--- config.mk ---
export PLATFORM = sky130hd
export DESIGN_NAME = mem_block_mover
export DESIGN_NICKNAME = d
export VERILOG_FILES = /design/src/rtl/mem_block_mover_pkg.sv /design/src/rtl/mem_block_mover.sv
export SDC_FILE = /design/constraint.sdc
export NUM_CORES = 1
export LEC_CHECK = 0
export CAP_MARGIN = 25
export CORE_UTILIZATION = 49
export DETAILED_ROUTE_END_ITERATION = 16
export PLACE_DENSITY_LB_ADDON = 0.2
export SYNTH_ARGS = -nofsm -noshare
export SYNTH_HDL_FRONTEND = slang
export SYNTH_SLANG_ARGS = --single-unit
--- constraint.sdc ---
create_clock -name Clk -period 2 [get_ports Clk]
set_clock_uncertainty 0.1 [all_clocks]
set_input_delay 0.2 -clock Clk [delete_from_list [all_inputs] [get_ports Clk]]
set_output_delay 0.2 -clock Clk [all_outputs]
set_load 0.01 [all_outputs]
--- src/rtl/mem_block_mover_pkg.sv ---
// Shared types and default sizing for the memory block mover.
package mem_block_mover_pkg;

    localparam int unsigned DEF_W = 8;
    localparam int unsigned DEF_A = 8;

    typedef enum logic [1:0] {
        IDLE,
        READ,
        WRITE,
        DONE
    } state_t;

endpackage

--- src/rtl/mem_block_mover.sv ---
// Copies Length entries from SrcAddr to DstAddr over a single-port memory, 2 cycles per entry.
// Define MEM_BLOCK_MOVER_CHECKSUM_EN to add the Checksum output (sum of written entries).
module mem_block_mover
    import mem_block_mover_pkg::*;
#(
    parameter int unsigned W = DEF_W,
    parameter int unsigned A = DEF_A
) (
    input  logic         Clk,
    input  logic         Reset,
    input  logic         Start,
    input  logic [A-1:0] SrcAddr,
    input  logic [A-1:0] DstAddr,
    input  logic [A:0]   Length,
    output logic         Busy,
    output logic         Done,
    output logic [A-1:0] MemAddress,
    output logic         MemWriteEn,
    output logic [W-1:0] MemDataOut,
    input  logic [W-1:0] MemDataIn
`ifdef MEM_BLOCK_MOVER_CHECKSUM_EN
    ,
    output logic [W-1:0] Checksum
`endif
);

    localparam logic [A:0] ONE = {{A{1'b0}}, 1'b1};

    state_t       state_q, state_d;
    logic [A-1:0] src_q, src_d;
    logic [A-1:0] dst_q, dst_d;
    logic [A:0]   rem_q, rem_d;
    logic [W-1:0] data_q, data_d;
`ifdef MEM_BLOCK_MOVER_CHECKSUM_EN
    logic [W-1:0] cks_q, cks_d;
`endif

    always_comb begin
        state_d = state_q;
        src_d   = src_q;
        dst_d   = dst_q;
        rem_d   = rem_q;
        data_d  = data_q;
`ifdef MEM_BLOCK_MOVER_CHECKSUM_EN
        cks_d   = cks_q;
`endif
        case (state_q)
            IDLE: begin
                if (Start) begin
                    src_d   = SrcAddr;
                    dst_d   = DstAddr;
                    rem_d   = Length;
`ifdef MEM_BLOCK_MOVER_CHECKSUM_EN
                    cks_d   = '0;
`endif
                    state_d = (Length != '0) ? READ : DONE;
                end
            end
            READ: begin
                data_d  = MemDataIn;
                state_d = WRITE;
            end
            WRITE: begin
                src_d   = src_q + 1'b1;
                dst_d   = dst_q + 1'b1;
                rem_d   = rem_q - 1'b1;
`ifdef MEM_BLOCK_MOVER_CHECKSUM_EN
                cks_d   = cks_q + data_q;
`endif
                // Decide on the pre-decrement count: >1 means another entry is pending.
                state_d = (rem_q > ONE) ? READ : DONE;
            end
            DONE:    state_d = IDLE;
            default: state_d = IDLE;
        endcase
    end

    always_ff @(posedge Clk) begin
        if (Reset) begin
            state_q <= IDLE;
            src_q   <= '0;
            dst_q   <= '0;
            rem_q   <= '0;
            data_q  <= '0;
`ifdef MEM_BLOCK_MOVER_CHECKSUM_EN
            cks_q   <= '0;
`endif
        end else begin
            state_q <= state_d;
            src_q   <= src_d;
            dst_q   <= dst_d;
            rem_q   <= rem_d;
            data_q  <= data_d;
`ifdef MEM_BLOCK_MOVER_CHECKSUM_EN
            cks_q   <= cks_d;
`endif
        end
    end

    // Every output is decoded from registers only, so Start can never glitch the write enable.
    always_comb begin
        case (state_q)
            READ:    MemAddress = src_q;
            WRITE:   MemAddress = dst_q;
            default: MemAddress = '0;
        endcase
    end

    assign Busy       = (state_q == READ) || (state_q == WRITE);
    assign Done       = (state_q == DONE);
    assign MemWriteEn = (state_q == WRITE);
    assign MemDataOut = data_q;
`ifdef MEM_BLOCK_MOVER_CHECKSUM_EN
    assign Checksum   = cks_q;
`endif

endmodule
Word-level counts from Yosys, hierarchy flattened --
Cells that the tools add are included.
Storage, ports and cells: bits in registers 35, output and inout bits 19
Operators by class: reductions and logical operators 5, muxes and demuxes 11, $lt $le $gt $ge 1, equality and inequality tests 4, add/sub/neg operators 3
Operators with widths (number):
- $pmux W8 S2 | 3
- $pmux W9 S2 | 1
- $add A8 B1 Y8 const B | 2
- $mux W8 | 2
- $gt A9 B1 Y1 const B | 1
- $mux W9 | 1
- $reduce_bool A9 Y1 | 1
- $sub A9 B1 Y9 const B | 1
- $pmux W2 S4 | 1
- $mux W2 | 3
- $eq A2 B2 Y1 const B | 2
- $eq A2 B1 Y1 const B | 1
- $logic_not A2 Y1 | 1
- $ne A2 B2 Y1 const B | 1
- $reduce_and A2 Y1 | 1
- $reduce_bool A2 Y1 | 1
- $logic_or A1 B1 Y1 | 1

Depth between registers and ports, before layout --
Gate-level depths: netlist (run 1).
depth in word-level cells 4, gate-level depth with buffers 9, mapped depth without buffers 6

Worst setup path before layout (run 1) --
Ideal clock, no wire load.
path kind register to register, start register state_q[0], end register dst_q[7], required time 1830 ps, setup time 70 ps, period minus slack after synthesis 1741 ps, stages on the path, launching flop included 8, setup slack 259 ps, arrival time 1570 ps, cell sequence dfxtp_1 > inv_1 > ha_1 > buf_4 > mux2i_1 > or3_1 > mux2_2 > a21oi_1
On the way: longest elaborated chain between the ends 3, elaborated cells on any way between the ends 6
Ends and longest elaborated chain:
- from (decl) | RTL line mem_block_mover.sv:29 | state_t state_q, state_d;
- from (signal assigned) | RTL line mem_block_mover.sv:89 | state_q <= state_d;
- $eq A2 B2 Y1 or $logic_not A2 Y1 (tied branches) | RTL line mem_block_mover.sv:47 | case (state_q)
- $reduce_bool A2 Y1 (no source line) or $ne A2 B2 Y1 (tied branches)
- $reduce_and A2 Y1 (no source line)
- to (signal assigned) | RTL line mem_block_mover.sv:91 | dst_q <= dst_d;
- to (decl) | RTL line mem_block_mover.sv:31 | logic [A-1:0] dst_q, dst_d;
Parallel ways exist; a longest one is shown, timed or not. A chain may end at the register's enable or synchronous reset.

Final worst setup path (run 1) --
start register state_q[0], end register dst_q[6]
Same word-level chain as after synthesis.

==> flow_summary.yaml, run 1 <==
routing:
  first_iter_violations: 212
  drc: 0
  via_count: 2216
  routedWlPerCell_um: 14.9
  drt-vias-per-instance: 5.93
  ant_nets: 0
  wl_um: 5550
  dr.pass1.iters: 5
timing:
  slew_headroom: 0.751
  finalSetupTns_ps: 0
  setup_violations: 0
  min_period_ps: 1940
  setup_ws_ps: 59.1
  timing.final.crit_share: 0.970
  hold_viol_final: 0
  worst_hold_slack_ps: 409
  slew_viol_final: 0
  clock.fmax_mhz: 515
  worstMarginPinSlew_ps: 371
power_and_ir_drop:
  powerDensity_nw_per_um2: 1210
  ir_drop_uv: 662
  p_leak_nw: 1.12
place:
  port_buffers: 54
  pre_cts_ws_ps: 44.5
  hpwl_um: 3720
  gp_congestion: 0.835
  dp_cells: 359
min_path:
  hp-class: "reg -> reg"
  worstHoldPathCells: 2
  min_from: "MemDataOut[2]"
floorplanning:
  num_rows: 23
  die_w_um: 67.3
  ioPinCount: 55
  die-height_um: 67.3
  start_util: 0.516
  die_area_sq_um: 4530
  core_area_sq_um: 4060
synthesis:
  yosysMostFrequentCell: "dfxtp_1"
  async_flop_share: 0
  synth-seq-cells: 35
  seq_area_frac_synth: 0.335
  yosys.area.top_type: "dfxtp_1"
  synth_common_cells: "dfxtp_1 (35), nor2_1 (32), a21oi_1 (19)"
  ys.flop_type: "dfxtp_1"
  synth_area_leaders: "dfxtp_1 (33%), mux2i_1 (6.2%), nor2_1 (5.7%)"
  yosysWarnings: 0
  syn-num-nets: 307
  syn_inst: 263
  yosys.area.top_type_share: 0.335
  avgSynthCellArea_sq_um: 7.95
  syn_area_sq_um: 2090
  synth_edf_count: 0
  ys_types: 40
worst_setup_path:
  cpPeakStageDelay_ps: 370
  critical_path.top_delay_family: "buffers and inverters"
  critPathLaunch: "state_q[0]"
  worstPathRequired_ps: 2130
  r2r_slack_ps: 60
  worst-path-buf-inv: 3
  cp.depth: 8
  path_max_fanout: 19
  cp-end-kind: "register"
  r2r_cells: 8
  crit_slowest_cell: "dfxtp_4"
  arrival_ps: 2070
  critPathKind: "reg -> reg"
  crit_path_start_kind: "register"
  cpMostUsedCell: "buf_4"
  r2r-start: "state_q[0]"
  path_cells: "inv_2 > ha_4 > buf_4 > buf_4 > nand4_1 > o32ai_2 > nand2_1 > a21oi_1"
final_layout:
  multi_input_area_sq_um: 1310
  nNetsFinal: 367
  areaGrowthSynthToFinish_pct: 38.1
  drive_gt1_frac: 0.123
  fill_cells: 345
  diodes: 0
  fin_cells: 374
  seq_area_sq_um: 708
  fin_util: 0.712
outcome:
  outcome: "finished clean"
clock_network:
  clockBufferDepth: 2
  cts_tree: "done"
  cts.sinks: 35
  root_buffer: "clkbuf_8"
  cts_buffers: 5
  clk_latency_ps: 290
  htree_levels: 2
  clk_pin_slew_worst_paths_ps: 70
grt:
  grt_max_degree: 26
  gr-usage-all-layers: 0.262
  grt_pass1_vias: 1917
  antenna_found_initial: 0
  grt_pass1_wl_um: 8810
  grt-ovfl-total: 0
job:
  drv_cap: 0
[cell type report]
type / count / share of cell area
Clock buffer: 5 / 0.0238
Tap cell: 50 / 0.0217
Inverter: 10 / 0.0130
Multi-Input combinational cell: 198 / 0.452
Timing Repair Buffer: 73 / 0.239
Clock inverter: 3 / 0.00520
Sequential cell: 35 / 0.245
[state kept, by name, indices dropped and copies added (netlist names)]
register    cells
MemDataOut      8
dst_q           8
rem_q           9
src_q           8
state_q         2
[where the power goes]
part | internal, mW | leakage [nW] | switching (mW)
clock network | 0.238 | 0.0477 | 0.267
registers | 0.912 | 0.289 | 0.262
logic | 0.927 | 0.780 | 0.890
[layer usage]
layer  wire length (um)  global-route usage
met1               2430               0.338
met3                409              0.0591
met4                140              0.0984
met5                  0                   0
met2               2580               0.421
[final timing paths]
kind	to
hold reg to reg	MemDataOut[2]
setup / recovery	dst_q[6]
setup reg to reg	dst_q[6]
hold / removal	MemDataOut[2]
[worst register-to-register path: cells and delay by family (launching register included)]
family,cells,cell delay [ps]
buf+inv,3,480
simple gates,2,300
compound gates,2,420
flops,1,370
fa+ha+maj,1,210
[cell usage in the layout, fill, tap and decap left out, types with 2 or more instances in the layout]
cell	Yosys	final
a31oi_1	2	2
o21ai_0	14	14
dlymetal6s2s_1	0	2
nand3_1	5	5
mux2i_1	13	13
and3_1	3	3
a21oi_1	19	19
nor4_1	4	4
nand4_1	6	6
clkbuf_8	0	5
o2bb2ai_1	4	4
o21a_1	2	2
ha_4	0	3
nor2_1	32	32
a211oi_1	7	7
clkinv_2	0	3
nor3_1	7	7
o32ai_1	4	3
a221oi_1	3	3
o22ai_1	3	3
a22oi_1	12	12
inv_2	0	2
inv_1	10	8
nand2b_1	6	6
nor2b_1	11	11
dfxtp_1	35	33
clkdlybuf4s50_1	0	44
buf_4	1	18
ha_1	8	5
a311oi_1	2	2
mux2_2	2	2
dfxtp_4	0	2
nand2_1	17	17
dlygate4sd2_1	0	8
[what timing repair did]
| item | in CTS | in global routing |
|---|---|---|
| hold buffers | 0 | 0 |
| cloned | 0 | 0 |
| pin swaps | 1 | 1 |
| resized for setup | 18 | 4 |
| setup buffers | 5 | 2 |
| endpoints found under the setup margin | 10 | 5 |
[cells by family after synthesis]
logic type	after synthesis	synth area share
flops	35	0.335
compound gates	79	0.255
mux	15	0.0730
simple gates	96	0.227
buf+inv	30	0.0622
fa+ha+maj	8	0.0478
[through the flow]
| stage | cell area (sq um) | power (mW) |
|---|---|---|
| global placement | 2710 | 2.79 |
| detailed placement | 2710 | 2.82 |
| finish | 2890 | 3.50 |
| floorplan | 2090 | 2.25 |
| global route | 2890 | 3.75 |
| CTS | 2860 | 3.46 |
(Power assumes the default switching activity.)
==> inputs of run 2 (changes only) <==
- GPL_TIMING_DRIVEN: unset -> 0
- RECOVER_POWER: unset -> 25
==> flow_summary.yaml, run 2 (synthesized netlist as in run 1, its figures left out) <==
outcome:
  outcome: "finished clean"
clock_network:
  cts_buffers: 5
  root_buffer: "clkbuf_8"
  clk_pin_slew_worst_paths_ps: 70
  clockBufferDepth: 2
  cts.sinks: 35
  holdBufCountCts: 0
  htree_levels: 2
  clk_latency_ps: 290
  cts_tree: "done"
final_layout:
  final_common_cell: "clkdlybuf4s50_1"
  final_cell_mix: "clkdlybuf4s50_1 (40), dfxtp_1 (34), nor2_1 (32), a21oi_1 (19), nand2_1 (17)"
  nNetsFinal: 375
  design_area_sq_um: 2920
  fill_cells: 323
  largest_reg_flops: 9
  fin_cells: 382
  fin_util: 0.720
  diodes: 0
  largest_register: "rem_q"
  drive_gt1_frac: 0.163
  areaGrowthSynthToFinish_pct: 39.6
worst_setup_path:
  arrival_ps: 2010
  r2r_cells: 8
  worstPathRequired_ps: 2070
  crit_slowest_cell: "dfxtp_1"
  cp.depth: 8
  path_cells: "inv_2 > ha_4 > buf_4 > mux2_2 > buf_4 > o21ai_0 > a22oi_1 > nor2_1"
  worst-path-buf-inv: 3
  path_max_fanout: 10
  critical_path.top_delay_family: "buffers and inverters"
  crit_path_start_kind: "register"
  cp-end-kind: "register"
  critPathKind: "reg -> reg"
  cpMostUsedCell: "buf_4"
  cpPeakStageDelay_ps: 380
place:
  gp_congestion: 0.918
  dp_cells: 366
  place_area_sq_um: 2690
  port_buffers: 53
  hpwl_um: 4270
  pre_cts_ws_ps: -409
floorplanning:
  die_w_um: 67.3
  die-height_um: 67.3
  ioPinCount: 55
  die_area_sq_um: 4530
  num_rows: 23
  start_util: 0.516
  core_area_sq_um: 4060
grt:
  use_met3: 0.0642
  grt.busiest_layer: "met2"
  gr-usage-all-layers: 0.296
  grt_pass1_vias: 2121
  use_met1: 0.387
  grt_max_degree: 11
  use_met2: 0.489
  grt_pass1_wl_um: 10000
  antenna_found_initial: 0
  grt-ovfl-total: 0
timing:
  worst_hold_slack_ps: 257
  setup_violations: 0
  slew_viol_final: 0
  setup_ws_ps: 54.6
  timing.final.crit_share: 0.973
  min_period_ps: 1950
  worstMarginPinSlew_ps: 650
  hold_viol_final: 0
  rsz0062_at_grt: "yes"
  finalSetupTns_ps: 0
  clock.fmax_mhz: 514
  slew_headroom: 0.566
min_path:
  hp-class: "in -> reg"
  worstHoldPathCells: 2
routing:
  drc: 0
  ant_nets: 0
  first_iter_violations: 302
  dr.pass1.iters: 5
  drt-vias-per-instance: 6.10
  wl_um: 6330
  via_count: 2331
  routedWlPerCell_um: 16.6
power_and_ir_drop:
  p_leak_nw: 1.09
  power.total_mw: 3.64
  ir_drop_uv: 516
  powerDensity_nw_per_um2: 1250
job:
  drv_cap: 0
-- run 2: cell count changes in the layout (fill, tap and decap cells not counted), sizes merged --
cell / previous run / this run
buf: 19 / 26
clkbuf: 5 / 17
clkdlybuf4s50: 44 / 40
clkinv: 3 / 1
dlygate4sd2: 8 / 0
dlygate4sd3: 0 / 5
dlymetal6s2s: 2 / 0
-- run 2: routing by layer --
layer / share of wire / vias to the layer above
li1: - / 1105
met1: 0.41 / 1059
met3: 0.11 / 18
met2: 0.46 / 149
met4: 0.016 / 0
met5: 0 / -
-- run 2: worst reg2reg max path, delay by kind of cell, from the launching register on --
family | cells | cell delay, ps
buf+inv | 3 | 470
flops | 1 | 380
fa+ha+maj | 1 | 160
simple gates | 1 | 70
compound gates | 2 | 310
mux | 1 | 350
-- run 2: timing repair --
action,CTS,global route
setup buffers,3,5
endpoints found under the setup margin,22,15
pin swaps,0,1
gates cloned,0,1
resized for setup,55,9
-- run 2: final cells by class --
type,instances,area (sq um),share of cell area
tap,50,62.6,0.0214
inverter,10,37.5,0.0129
sequential,35,702,0.240
clock buffer,7,76.3,0.0261
timing repair buffer,62,576,0.197
buffer,19,139,0.0476
clock inverter,1,5.00,0.00171
multi-input combinational,198,1320,0.453
-- run 2: where the power goes --
part / internal, mW / switching, mW
combinational: 0.963 / 1.02
sequential: 0.905 / 0.251
clock: 0.244 / 0.254
-- run 2: worst paths after layout --
path	slack (ps)	endpoint	start
setup / recovery	50	src_q[3]	state_q[1]
hold / removal	260	rem_q[5]	Reset
setup reg to reg	50	src_q[3]	state_q[1]
hold reg to reg	400	MemDataOut[2]	MemDataOut[2]
==> inputs of run 3 (changes only) <==
- MAX_ROUTING_LAYER: unset -> met4
==> flow_summary.yaml, run 3 (synthesized netlist as in run 1, its figures left out) <==
clock_network:
  cts.sinks: 35
  holdBufCountCts: 0
  htree_levels: 2
  cts_buffers: 5
  clk_pin_slew_worst_paths_ps: 70
  cts_tree: "done"
  clockBufferDepth: 2
  root_buffer: "clkbuf_8"
  clk_latency_ps: 290
final_layout:
  design_area_sq_um: 2920
  fill_cells: 323
  areaGrowthSynthToFinish_pct: 39.6
  seq_area_sq_um: 702
  largest_reg_flops: 9
  final_common_cell: "clkdlybuf4s50_1"
  nNetsFinal: 375
  fin_util: 0.720
  multi_input_area_sq_um: 1320
  largest_register: "rem_q"
  final_cell_mix: "clkdlybuf4s50_1 (40), dfxtp_1 (34), nor2_1 (32), a21oi_1 (19), nand2_1 (17)"
  diodes: 0
  drive_gt1_frac: 0.163
routing:
  ant_nets: 0
  drt-vias-per-instance: 6.10
  first_iter_violations: 323
  via_count: 2329
  routedWlPerCell_um: 16.7
  dr.pass1.iters: 5
  wl_um: 6390
  drc: 0
grt:
  gr-usage-all-layers: 0.305
  grt_pass1_wl_um: 10000
  grt-ovfl-total: 0
  grt_pass1_vias: 2130
  grt_max_degree: 11
  antenna_found_initial: 0
power_and_ir_drop:
  powerDensity_nw_per_um2: 1250
  ir_drop_uv: 520
  p_leak_nw: 1.09
  seqPwrFrac: 0.317
  p_switching_mw: 1.54
  p_clk_frac: 0.137
  p_sw_frac: 0.421
  internal_power_mw: 2.11
  combPwrFrac: 0.546
place:
  port_buffers: 53
  place_area_sq_um: 2690
  gp_congestion: 0.934
  pre_cts_ws_ps: -409
  hpwl_um: 4270
floorplanning:
  num_rows: 23
  start_util: 0.516
  ioPinCount: 55
  core_area_sq_um: 4060
  die_area_sq_um: 4530
  die-height_um: 67.3
  die_w_um: 67.3
worst_setup_path:
  r2r-start: "state_q[1]"
  cp-end-kind: "register"
  worstPathRequired_ps: 2070
  arrival_ps: 2020
  critPathKind: "reg -> reg"
  r2r_slack_ps: 50
  timing.rr.end: "dst_q[3]"
  path_max_fanout: 10
  crit_path_start_kind: "register"
  r2r_cells: 8
timing:
  clock.fmax_mhz: 512
  min_period_ps: 1950
  worstMarginPinSlew_ps: 607
  slew_viol_final: 0
  setup_violations: 0
  timing.final.crit_share: 0.977
  hold_viol_final: 0
  rsz0062_at_grt: "yes"
  setup_ws_ps: 46.0
  finalSetupTns_ps: 0
  slew_headroom: 0.592
min_path:
  min_from: "Reset"
  worstHoldPathCells: 2
  hold_end: "rem_q[5]"
  hp-class: "in -> reg"
job:
  drv_cap: 0
outcome:
  outcome: "finished clean"
==> run 3: cell counts in the layout (fill, tap and decap cells not counted) <==
Identical to the previous run, type by type.
==> run 3: worst max-delay path by stage <==
stage / end / startpoint / slack [ps] / cells past startpoint
4_1_cts: Busy / state_q[1] / -30 / 3
3_5_place_dp: MemAddress[7] / state_q[0] / -410 / 7
2_1_floorplan: dst_q[7] / state_q[0] / 260 / 7
3_3_place_gp: MemAddress[7] / state_q[0] / -380 / 7
6_report: dst_q[3] / state_q[1] / 50 / 8
5_1_grt: MemAddress[4] / state_q[0] / -9 / 8
==> run 3: layout make-up <==
| type | count | share of cell area |
|---|---|---|
| flip-flops and latches | 35 | 0.240 |
| well taps | 50 | 0.0214 |
| clock buffers | 7 | 0.0261 |
| multi-input cells | 198 | 0.453 |
| repair buffers | 62 | 0.197 |
| plain buffers | 19 | 0.0476 |
| clock inverters | 1 | 0.00171 |
| inverters | 10 | 0.0129 |
==> run 3: power by group through the flow <==
stage | registers (mW) | clock network (mW) | logic, mW
after global routing | 1.18 | 0.542 | 2.14
after CTS | 1.14 | 0.507 | 1.84
after detailed placement | 1.15 | 0 | 1.68
after floorplan | 1.11 | 0 | 1.15
after global placement | 1.14 | 0 | 1.64
final | 1.16 | 0.501 | 1.99
==> run 3: layer usage <==
layer	up-vias	GRT usage	share of wire
met5	-	-	0
met4	0	0.0771	0.019
met3	20	0.0625	0.093
met2	136	0.490	0.47
met1	1071	0.390	0.42
li1	1102	-	-
==> run 3: critical path, stage by stage (launching register included) <==
cell,delay (ps)
dfxtp_1,380
inv_2,90
ha_4,160
buf_4,150
mux2i_2,330
clkbuf_4,310
a21oi_1,70
o22ai_1,190
nor2_1,50
==> run 3: metrics by stage <==
step | total power [mW] | hold slack (ps) | cells
floorplan | 2.25 | 247 | 263
CTS | 3.49 | 256 | 376
detailed placement | 2.82 | 391 | 366
finish | 3.65 | 270 | 382
global route | 3.87 | 296 | 382
global placement | 2.78 | 374 | 366
==> run 3: timing repair <==
action	CTS	global route
resized for setup	55	9
setup endpoints to repair	22	16
buffers inserted	3	5
cloned	0	1
pin swaps	0	1
